File: src/rtl/fetch_unit.sv
// fetch_unit: instruction fetch stage and IF/ID pipeline register.
// Holds the fetch PC and runs a variable-latency req/ack handshake to
// instruction memory. Fetched instructions are presented to decode with
// their PC and opcode. Branch, flush and stall come from decode.
module fetch_unit #(
    parameter int unsigned PC_W     = 8,
    parameter int unsigned INSTR_W  = 16,
    parameter int unsigned RESET_PC = 0
) (
    input  logic               clk,
    input  logic               reset,
    input  logic               i_stallD,
    input  logic               i_branchD,
    input  logic               i_flushD,
    input  logic [PC_W-1:0]    i_branch_target,
    output logic               o_imem_req,
    output logic [PC_W-1:0]    o_imem_addr,
    input  logic               i_imem_ack,
    input  logic [INSTR_W-1:0] i_imem_data,
    output logic [INSTR_W-1:0] o_instrD,
    output logic [3:0]         o_opcodeD,
    output logic [PC_W-1:0]    o_pcD,
    output logic               o_validD
);

    localparam logic [PC_W-1:0] RESET_ADDR = PC_W'(RESET_PC);

    typedef enum logic [1:0] {
        IDLE,
        FETCH,
        HOLD
    } state_t;

    state_t             state;
    logic [PC_W-1:0]    pcF;
    logic [PC_W-1:0]    tgt;
    logic               kill;
    logic [INSTR_W-1:0] holdInstr;
    logic [PC_W-1:0]    holdPc;

    logic fetchAck;
    logic loadFetch;
    logic loadHold;

    // Decode which source, if any, feeds the IF/ID register this cycle
    always_comb begin
        fetchAck  = (state == FETCH) && i_imem_ack;
        loadFetch = fetchAck && !i_branchD && !kill && !i_stallD;
        loadHold  = (state == HOLD) && !i_branchD && !i_stallD;
    end

    assign o_imem_req  = (state == FETCH);
    assign o_imem_addr = pcF;
    assign o_opcodeD   = o_instrD[INSTR_W-1 -: 4];

    // Fetch sequencer: PC, pending-redirect (kill/tgt) and stall hold buffer
    always_ff @(posedge clk or posedge reset) begin
        if (reset) begin
            state     <= IDLE;
            pcF       <= RESET_ADDR;
            tgt       <= '0;
            kill      <= 1'b0;
            holdInstr <= '0;
            holdPc    <= '0;
        end else begin
            case (state)
                IDLE: begin
                    if (i_branchD) begin
                        pcF <= i_branch_target;
                    end
                    state <= FETCH;
                end
                FETCH: begin
                    if (i_imem_ack) begin
                        if (i_branchD) begin
                            // newest branch overrides any pending redirect
                            pcF  <= i_branch_target;
                            kill <= 1'b0;
                        end else if (kill) begin
                            pcF  <= tgt;
                            kill <= 1'b0;
                        end else begin
                            pcF <= pcF + PC_W'(1);
                            if (i_stallD) begin
                                holdInstr <= i_imem_data;
                                holdPc    <= pcF;
                                state     <= HOLD;
                            end
                        end
                    end else if (i_branchD) begin
                        // address must stay put until ack; remember redirect
                        tgt  <= i_branch_target;
                        kill <= 1'b1;
                    end
                end
                HOLD: begin
                    if (i_branchD) begin
                        pcF   <= i_branch_target;
                        state <= FETCH;
                    end else if (!i_stallD) begin
                        state <= FETCH;
                    end
                end
                default: state <= IDLE;
            endcase
        end
    end

    // IF/ID register: flush > stall > load > bubble
    always_ff @(posedge clk or posedge reset) begin
        if (reset) begin
            o_instrD <= '0;
            o_pcD    <= '0;
            o_validD <= 1'b0;
        end else if (i_flushD) begin
            o_instrD <= '0;
            o_pcD    <= '0;
            o_validD <= 1'b0;
        end else if (i_stallD) begin
            o_instrD <= o_instrD;
        end else if (loadFetch) begin
            o_instrD <= i_imem_data;
            o_pcD    <= pcF;
            o_validD <= 1'b1;
        end else if (loadHold) begin
            o_instrD <= holdInstr;
            o_pcD    <= holdPc;
            o_validD <= 1'b1;
        end else begin
            o_instrD <= '0;
            o_validD <= 1'b0;
        end
    end

endmodule

File: config.mk
export PLATFORM = sky130hd
export DESIGN_NAME = fetch_unit
export DESIGN_NICKNAME = d
export VERILOG_FILES = /design/src/rtl/fetch_unit.sv
export SDC_FILE = /design/constraint.sdc
export NUM_CORES = 1
export LEC_CHECK = 0
export CORE_UTILIZATION = 35
export DETAILED_ROUTE_END_ITERATION = 16
export PLACE_DENSITY = 0.66
export SLEW_MARGIN = 5
export SYNTH_ARGS = -nofsm -noshare
export SYNTH_HDL_FRONTEND = slang
export SYNTH_SLANG_ARGS = --single-unit
export TNS_END_PERCENT = 50
File: constraint.sdc
create_clock -name clk -period 2.78 [get_ports clk]
set_input_delay 0.834 -clock clk [delete_from_list [all_inputs] [get_ports clk]]
set_output_delay 0.834 -clock clk [all_outputs]
set_load 0.005 [all_outputs]
Word level (Yosys, flattened, before mapping)
Cells that the tools add are included.
{ "totals": {"input_bits": 30, "register_bits": 68, "output_inout_bits": 38, "word_cells": 68} }
{ "op_classes": {"reduce_logical": 20, "muxes": 26, "n_bitwise": 3, "addsub": 1, "eq_ne": 9} }
{ "ops": {"columns": ["cell", "count"], "rows": [
  ["two-way mux 16 bit", 4],
  ["two-way mux 8 bit", 8],
  ["one-hot mux 8 bit (2 select lines)", 1],
  ["two-way mux 2 bit", 6],
  ["AND reduction 5 bit", 2],
  ["adder 8 x 1 -> 8 bit, second input constant", 1],
  ["logical AND 1 bit", 6],
  ["two-way mux 1 bit", 6],
  ["!= test 2 x 1 -> 1 bit, second input constant", 3],
  ["!= test 2 bit, second input constant", 3],
  ["one-hot mux 2 bit (3 select lines)", 1],
  ["AND reduction 3 bit", 2],
  ["AND reduction 2 bit", 2],
  ["nonzero test 2 bit", 2],
  ["zero test 1 bit", 3],
  ["!= test 3 bit, second input constant", 1],
  ["NOT 1 bit", 3],
  ["nonzero test 3 bit", 1],
  ["equality test 2 x 1 -> 1 bit, second input constant", 1],
  ["equality test 2 bit, second input constant", 1],
  ["zero test 2 bit", 1],
  ["OR reduction 2 bit", 1]
]} }

Logic depth before layout (Yosys ltp)
Gate-level depths: netlist (run 1).
{ "logic_depth": {"depth_word": 8, "ltp_mapped": 7} }

Worst setup path before layout (run 1)
No wires, ideal clock.
{ "synth_path": {"path_kind": "input -> register", "start": "input port i_stallD", "end": "register o_instrD[7]", "arrival_ns": 1.824, "path_stages": 7, "slack_ns": 0.820, "path_cell_list": "buf_2 nor2_1 and4_4 buf_12 buf_12 a221oi_2 nor3_2"} }
{ "synth_via": {"elab_chain_cells": 6} }
{ "synth_rtl": {"columns": ["element", "line_no", "source"], "rows": [
  ["from (decl)", "12", "input logic i_stallD,"],
  ["zero test 1 bit", null, null],
  ["logical AND 1 bit", "49", "loadHold = (state == HOLD) && !i_branchD && !i_stallD;"],
  ["two-way mux 16 bit", "125", "end else if (loadHold) begin"],
  ["two-way mux 16 bit", "121", "end else if (loadFetch) begin"],
  ["two-way mux 16 bit", "119", "end else if (i_stallD) begin"],
  ["two-way mux 16 bit", "115", "end else if (i_flushD) begin"],
  ["to (signal assigned)", "120", "o_instrD <= o_instrD;"],
  ["to (signal assigned)", "122", "o_instrD <= i_imem_data;"],
  ["to (signal assigned)", "126", "o_instrD <= holdInstr;"],
  ["to (decl)", "20", "output logic [INSTR_W-1:0] o_instrD,"]
]} }
Parallel ways exist; a longest one is shown, timed or not. The select of a mux whose other input is x is not followed.
A chain may end at the register's enable or synchronous reset.

Final worst setup path (run 1)
{ "layout_path": {"start": "register state[0]", "end": "output port o_imem_req"} }
{ "layout_via": {"elab_chain_cells": 1} }
{ "layout_rtl": {"columns": ["element", "line_no", "source"], "rows": [
  ["from (decl)", "34", "state_t state;"],
  ["from (signal assigned)", "59", "state <= IDLE;"],
  ["from (signal assigned)", "71", "state <= FETCH;"],
  ["from (signal assigned)", "87", "state <= HOLD;"],
  ["equality test 2 x 1 -> 1 bit", "52", "assign o_imem_req = (state == FETCH);"],
  ["to (decl)", "16", "output logic o_imem_req,"]
]} }
No other way between the ends.

==> metrics.cfg, run 1 <==
[sta]
max_freq_mhz = 416
setup_violations = 0
worstMarginPinSlew_ns = 0.595
slew_headroom = 0.603
finalHoldViolations = 0
rsz0062_at_grt = no
maxSlewViolCount = 0
fin_crit_sh = 0.865
fin_skew_ns = 0.0125
fin_tns_setup_ns = 0
period_needed_ns = 2.40

[global_routing]
antenna_found_initial = 0
grt_max_degree = 40
use_met3 = 0.0372
grt_use_met1 = 0.202
grt_pass1_vias = 2424
grt.busiest_layer = met2
track_usage = 0.157
overflow = 0
grt_pass1_wl_um = 12000
met2_usage = 0.254

[clocking]
cts_hold_buf = 0
cts_root_buf = clkbuf_8
clk_latency_ns = 0.34
cts_tree = done
clock_path_buffers = 2
cts_buffers = 9
h-tree-depth = 3
cts.repair.resized = 0
cts.sink_count = 68
postCtsSetupBuffers = 0
clk_pin_slew_ns = 0.07

[floorplanning]
die_w_um = 99.3
design.core.area_um2 = 9200
ioPinCount = 68
start_util = 0.360
dieArea_um2 = 9860
rows = 35
dieHeight_um = 99.3

[finish]
multi_input_area_um2 = 1450
design_area_um2 = 4300
drive_gt1_frac = 0.253
seq_area_um2 = 1700
n_antenna_cell = 0
fillCellCount = 836
nNetsFinal = 370
syn2layout_area_growth_pct = 29.7
fin_cells = 455

[critical_path]
critPathMaxFanout = 6
path_buf_inv = 1
endpoint_kind = output port
reg2reg_slack_ns = 0.93
critPathTopFamily = buffers and inverters
timing_worst_setup_path_type = flip-flop to output port
critPathLaunchType = flip-flop
slowest_delay_ns = 0.55
cp.required_ns = 1.95
cp_cell_sequence = nor2b_4 -> clkdlybuf4s50_1
crit_arrival_ns = 1.57
crit_slowest_cell = clkdlybuf4s50_1

[yosys]
ys_warn_count = 0
netlist_area_um2 = 3310
ys_types = 43
synth_cells = 266
synth_top_area_share = 0.513
avgSynthCellArea_um2 = 12.5
synth_nets = 297
yosys.area.top_type = dfrtp_1
synth_area_leaders = dfrtp_1, mux2_2, a221oi_2, mux2i_1, nor2b_1
synth_seq_area_share = 0.513
ys_ff_latch = 68

[drt]
vias_per_cell = 5.22
wirelength_um = 7210
wl_per_cell_um = 15.9
route.detailed.drc = 0
drt.antenna.violating_nets = 0
firstDrtPassIters = 4
vias = 2375
drt_iter0_markers = 88

[placed_design]
placed_area_um2 = 4100
place_hpwl_um = 5070
port_buffers = 67
post-place-cells = 439
routabilityCongestion = 0.734

[pwr]
power.total_mw = 2.91
leakage_nw = 1.80
peakVddDrop_uv = 232
power.density_nw_per_um2 = 677

[status]
outcome = finished clean

[run]
drv_cap = 0

[min_path]
hold_class = flip-flop to flip-flop

[Yosys cell counts (all sizes together)]
cell and number:
nand4b 1, mux2i 14, o21a 3, nand4 1, clkbuf 6, and2b 1
o21ai 11, nand3 3, or2 1, nor2b 17, o2bb2ai 8, nor2 9
inv 2, or2b 1, o31ai 3, nand2b 5, a221oi 15, buf 14
dfrtp 68, a22oi 1, nor3 20, a221o 2, ha 1, mux2 34
xor2 3, nand2 13, and2 3, and4 1, a21oi 4, a31oi 1
[metrics by stage]
step / setup slack (ns) / util / hold WS, ns
floorplan: 0.234 / - / 0.464
global placement: 0.289 / 0.445 / 0.467
detailed placement: 0.216 / 0.445 / 0.474
CTS: 0.359 / 0.467 / 0.497
global route: 0.295 / 0.467 / 0.518
finish: 0.376 / 0.467 / 0.489
[per-layer routing]
metal | part of all wire | vias to the layer above
li1 | - | 1115
met1 | 0.44 | 1205
met2 | 0.50 | 48
met3 | 0.038 | 7
met4 | 0.012 | 0
met5 | 0 | -
[state kept, by name (all words and copies together) (netlist names)]
signal / flops
holdInstr: 16
o_instrD: 16
holdPc: 8
o_imem_addr: 8
o_pcD: 8
tgt: 8
state: 2
kill: 1
o_validD: 1
[where the power goes]
group	leakage, nW	switching [mW]	total [mW]	internal, mW
Combinational	0.841	0.262	0.673	0.411
Clock	0.102	0.359	0.820	0.461
Sequential	0.857	0.204	1.42	1.21
Total	1.80	0.825	2.91	2.08
[worst register-to-register path, delay by kind of cell (launching register included)]
family	cells	cell delay, ns
AO/OA/AOI/OAI	1	0.09
buffers and inverters	2	0.54
AND/OR/NAND/NOR	2	0.60
flip-flops	1	0.54
[layout make-up]
cell class              instances  share of cell area
well taps                     111              0.0323
repair buffers                 82               0.185
inverters                       2             0.00175
clock inverters                 4              0.0111
clock buffers                  12              0.0361
flip-flops and latches         68               0.396
multi-input cells             176               0.338
[cells in the final DEF (no fill, tap or decap), types with 2 or more instances in the layout]
cell             count
buf_4               14
clkinv_2             2
xor2_1               3
dfrtp_1             68
o21a_1               3
clkdlybuf4s50_1     67
o21ai_0              9
nand2_1             13
nor2b_1             16
o2bb2ai_1            8
mux2i_1             14
o31ai_1              3
nand2b_1             5
mux2_2              33
a21oi_1              3
nand3_1              3
and2_1               2
nor3_2               4
a221oi_2            11
clkbuf_8            11
nor3_1              15
a221oi_1             4
a221o_1              2
nor2_1               8
[path summary, 6_finish.rpt]
kind	startpoint	endpoint	cells past startpoint
max in group asynchronous	reset	o_instrD[0]	3
hold reg to reg	o_pcD[7]	o_pcD[7]	1
setup reg to reg	kill	o_instrD[1]	5
setup / recovery	state[0]	o_imem_req	2
min in group asynchronous	reset	o_instrD[7]	2
hold / removal	o_pcD[7]	o_pcD[7]	1
[cells by family after synthesis]
| kind of cell | synth area share |
|---|---|
| DFF | 0.513 |
| buffers and inverters | 0.0487 |
| muxes | 0.158 |
| adders and majority gates | 0.00377 |
| xor gates and xnor gates | 0.00793 |
| and+or+nand+nor | 0.138 |
| AOI/OAI and AO/OA | 0.130 |
No activity file was read; power rests on OpenSTA's default activity.
==> run 2: changes to the inputs <==
--- a/config.mk
+++ b/config.mk
@@ -6,6 +6,7 @@
 export NUM_CORES = 1
 export LEC_CHECK = 0
 export CORE_UTILIZATION = 35
+export CTS_CLUSTER_SIZE = 8
 export DETAILED_ROUTE_END_ITERATION = 16
 export PLACE_DENSITY = 0.66
 export SLEW_MARGIN = 5
==> results of run 2 <==
Same layout as run 1: the final DEF is identical, and so are final timing and power.
==> run 3: changes to the inputs <==
==> constraint.sdc (replaced) <==
create_clock -name clk -period 2.28 [get_ports clk]
set_input_delay 0.684 -clock clk [delete_from_list [all_inputs] [get_ports clk]]
set_output_delay 0.684 -clock clk [all_outputs]
set_load 0.005 [all_outputs]
==> run 3 against run 2 <==
Net effect: sequential share of layout area shrank 1.3 points; setup slack worse by 0.26 ns; combinational power up 33%; clock-buffer cell count down 2; cell count grew 2.4%; critical path depth unchanged; sequential power is 20% higher; via count barely moved; critical path type unchanged.
==> metrics.cfg, run 3 (synthesized netlist as in run 1, its figures left out) <==
[status]
outcome = finished clean

[finish]
fillCellCount = 855  ; +2.3%
nNetsFinal = 381  ; +3.0%
n_antenna_cell = 0  ; unchanged
layout_commonest_cell = dfrtp_1
multi_input_area_um2 = 1450  ; unchanged
mostFrequentLayoutCells = dfrtp_1, clkdlybuf4s50_1, mux2_2, buf_4, nor2b_1
fin_cells = 466  ; +2.4%
design_area_um2 = 4450  ; +3.5%
reg.largest.list = holdInstr x16, o_instrD x16
fin_util = 0.484  ; +0.0165
drive_gt1_frac = 0.276  ; +0.0231
seq_area_um2 = 1700  ; unchanged
syn2layout_area_growth_pct = 34.2

[sta]
max_freq_mhz = 463
fin_crit_sh = 0.948
worstMarginPinSlew_ns = 0.417  ; -0.178 ns
fin_tns_setup_ns = 0  ; unchanged
hold-worst-slack_ns = 0.490  ; +0.000402 ns
setup_violations = 0  ; unchanged
maxSlewViolCount = 0  ; unchanged
slew_headroom = 0.722  ; +0.119
finalHoldViolations = 0  ; unchanged
fin_skew_ns = 0.0101  ; -0.00240 ns
period_needed_ns = 2.16
rsz0062_at_grt = no
fin_ws_ns = 0.118  ; -0.258 ns

[critical_path]
critPathMaxFanout = 6  ; unchanged
crit_arrival_ns = 1.48  ; -0.09 ns
timing_worst_setup_path_type = flip-flop to output port
endpoint_kind = output port
cp_cell_sequence = nor2b_4 -> clkdlybuf4s50_1
critPathLaunchType = flip-flop
slowest_delay_ns = 0.51  ; -0.04 ns
cp.required_ns = 1.60  ; -0.35 ns
crit_slowest_cell = clkdlybuf4s50_1

[global_routing]
overflow = 0  ; unchanged
met2_usage = 0.243  ; -0.0118
grt_pass1_wl_um = 12000  ; unchanged
grt_max_degree = 42  ; +5.0%
antenna_found_initial = 0  ; unchanged
grt_use_met1 = 0.207  ; +0.00480
use_met3 = 0.0302  ; -0.00703
grt_pass1_vias = 2436  ; +0.50%
grt.busiest_layer = met2
track_usage = 0.156  ; about the same

[floorplanning]
start_util = 0.360  ; unchanged
design.core.area_um2 = 9200  ; unchanged
die_w_um = 99.3  ; unchanged
dieArea_um2 = 9860  ; unchanged
rows = 35  ; unchanged
dieHeight_um = 99.3  ; unchanged
ioPinCount = 68  ; unchanged

[drt]
vias_per_cell = 5.09  ; -2.4%
drt.antenna.violating_nets = 0  ; unchanged
wirelength_um = 7130  ; -1.1%
drt_iter0_markers = 92  ; +4.5%
wl_per_cell_um = 15.3  ; -3.4%
firstDrtPassIters = 4  ; unchanged
vias = 2374  ; -0.042%
route.detailed.drc = 0  ; unchanged

[clocking]
clock_path_buffers = 2  ; unchanged
cts_tree = done
cts_buffers = 9  ; unchanged
cts_hold_buf = 0  ; unchanged
h-tree-depth = 3  ; unchanged
cts_root_buf = clkbuf_8
clk_pin_slew_ns = 0.08  ; about the same
clk_latency_ns = 0.34  ; about the same
cts.sink_count = 68  ; unchanged

[placed_design]
routabilityCongestion = 0.734  ; about the same
post-place-cells = 449  ; +2.3%
preCtsSetupSlack_ns = 0.00482  ; -0.211 ns
port_buffers = 67  ; unchanged
placed_area_um2 = 4250  ; +3.8%
place_hpwl_um = 5030  ; -0.84%

[pwr]
leakage_nw = 1.85  ; +3.0%
power.density_nw_per_um2 = 803  ; +19%
power.total_mw = 3.57  ; +23%
peakVddDrop_uv = 253  ; +8.8%

[min_path]
hold_class = flip-flop to flip-flop

[run]
drv_cap = 0  ; unchanged

## run 3: changes by cell type in the layout (fill, tap and decap cells not counted), sizes merged
cell / before / now
inv: 2 / 1
clkinvlp: 1 / 5
clkbuf: 12 / 10
clkinv: 2 / 1
buf: 15 / 26
## run 3: worst max-delay path, delay by kind of cell, from the launching register on
| family | cells | cell delay, ns |
|---|---|---|
| buf+inv | 1 | 0.51 |
| flops | 1 | 0.43 |
| simple gates | 1 | 0.19 |
## run 3: path summary, 6_finish.rpt
kind / from / endpoint / slack (ns) / cells after the start
setup / recovery: state[0] / o_imem_req / 0.12 / 2
hold / removal: o_pcD[0] / o_pcD[0] / 0.49 / 1
setup reg to reg: state[0] / o_pcD[0] / 0.58 / 6
hold reg to reg: o_pcD[0] / o_pcD[0] / 0.49 / 1
max in group asynchronous: reset / holdPc[0] / 1.11 / 3
min in group asynchronous: reset / holdInstr[13] / 0.66 / 2
## run 3: where the power goes
| group | total, mW | switching [mW] | internal [mW] |
|---|---|---|---|
| registers | 1.71 | 0.228 | 1.48 |
| logic | 0.892 | 0.348 | 0.544 |
| clock network | 0.975 | 0.472 | 0.503 |
| total | 3.57 | 1.05 | 2.53 |
## run 3: metal layers
metal,share of wire,up-vias
met2,0.47,46
met1,0.48,1183
met4,0.021,0
met3,0.030,12
met5,0,-
li1,-,1133
## run 3: final cells by class
class / count / share of cell area
flip-flops and latches: 68 / 0.382
multi-input cells: 176 / 0.326
clock buffers: 10 / 0.0287
well taps: 111 / 0.0312
clock inverters: 6 / 0.0146
repair buffers: 93 / 0.214
inverters: 2 / 0.00253
## run 3: what timing repair did
action / in CTS / in global routing
setup endpoints to repair: 1 / 0
setup buffers: 1 / 0
gates resized for setup: 0 / 0
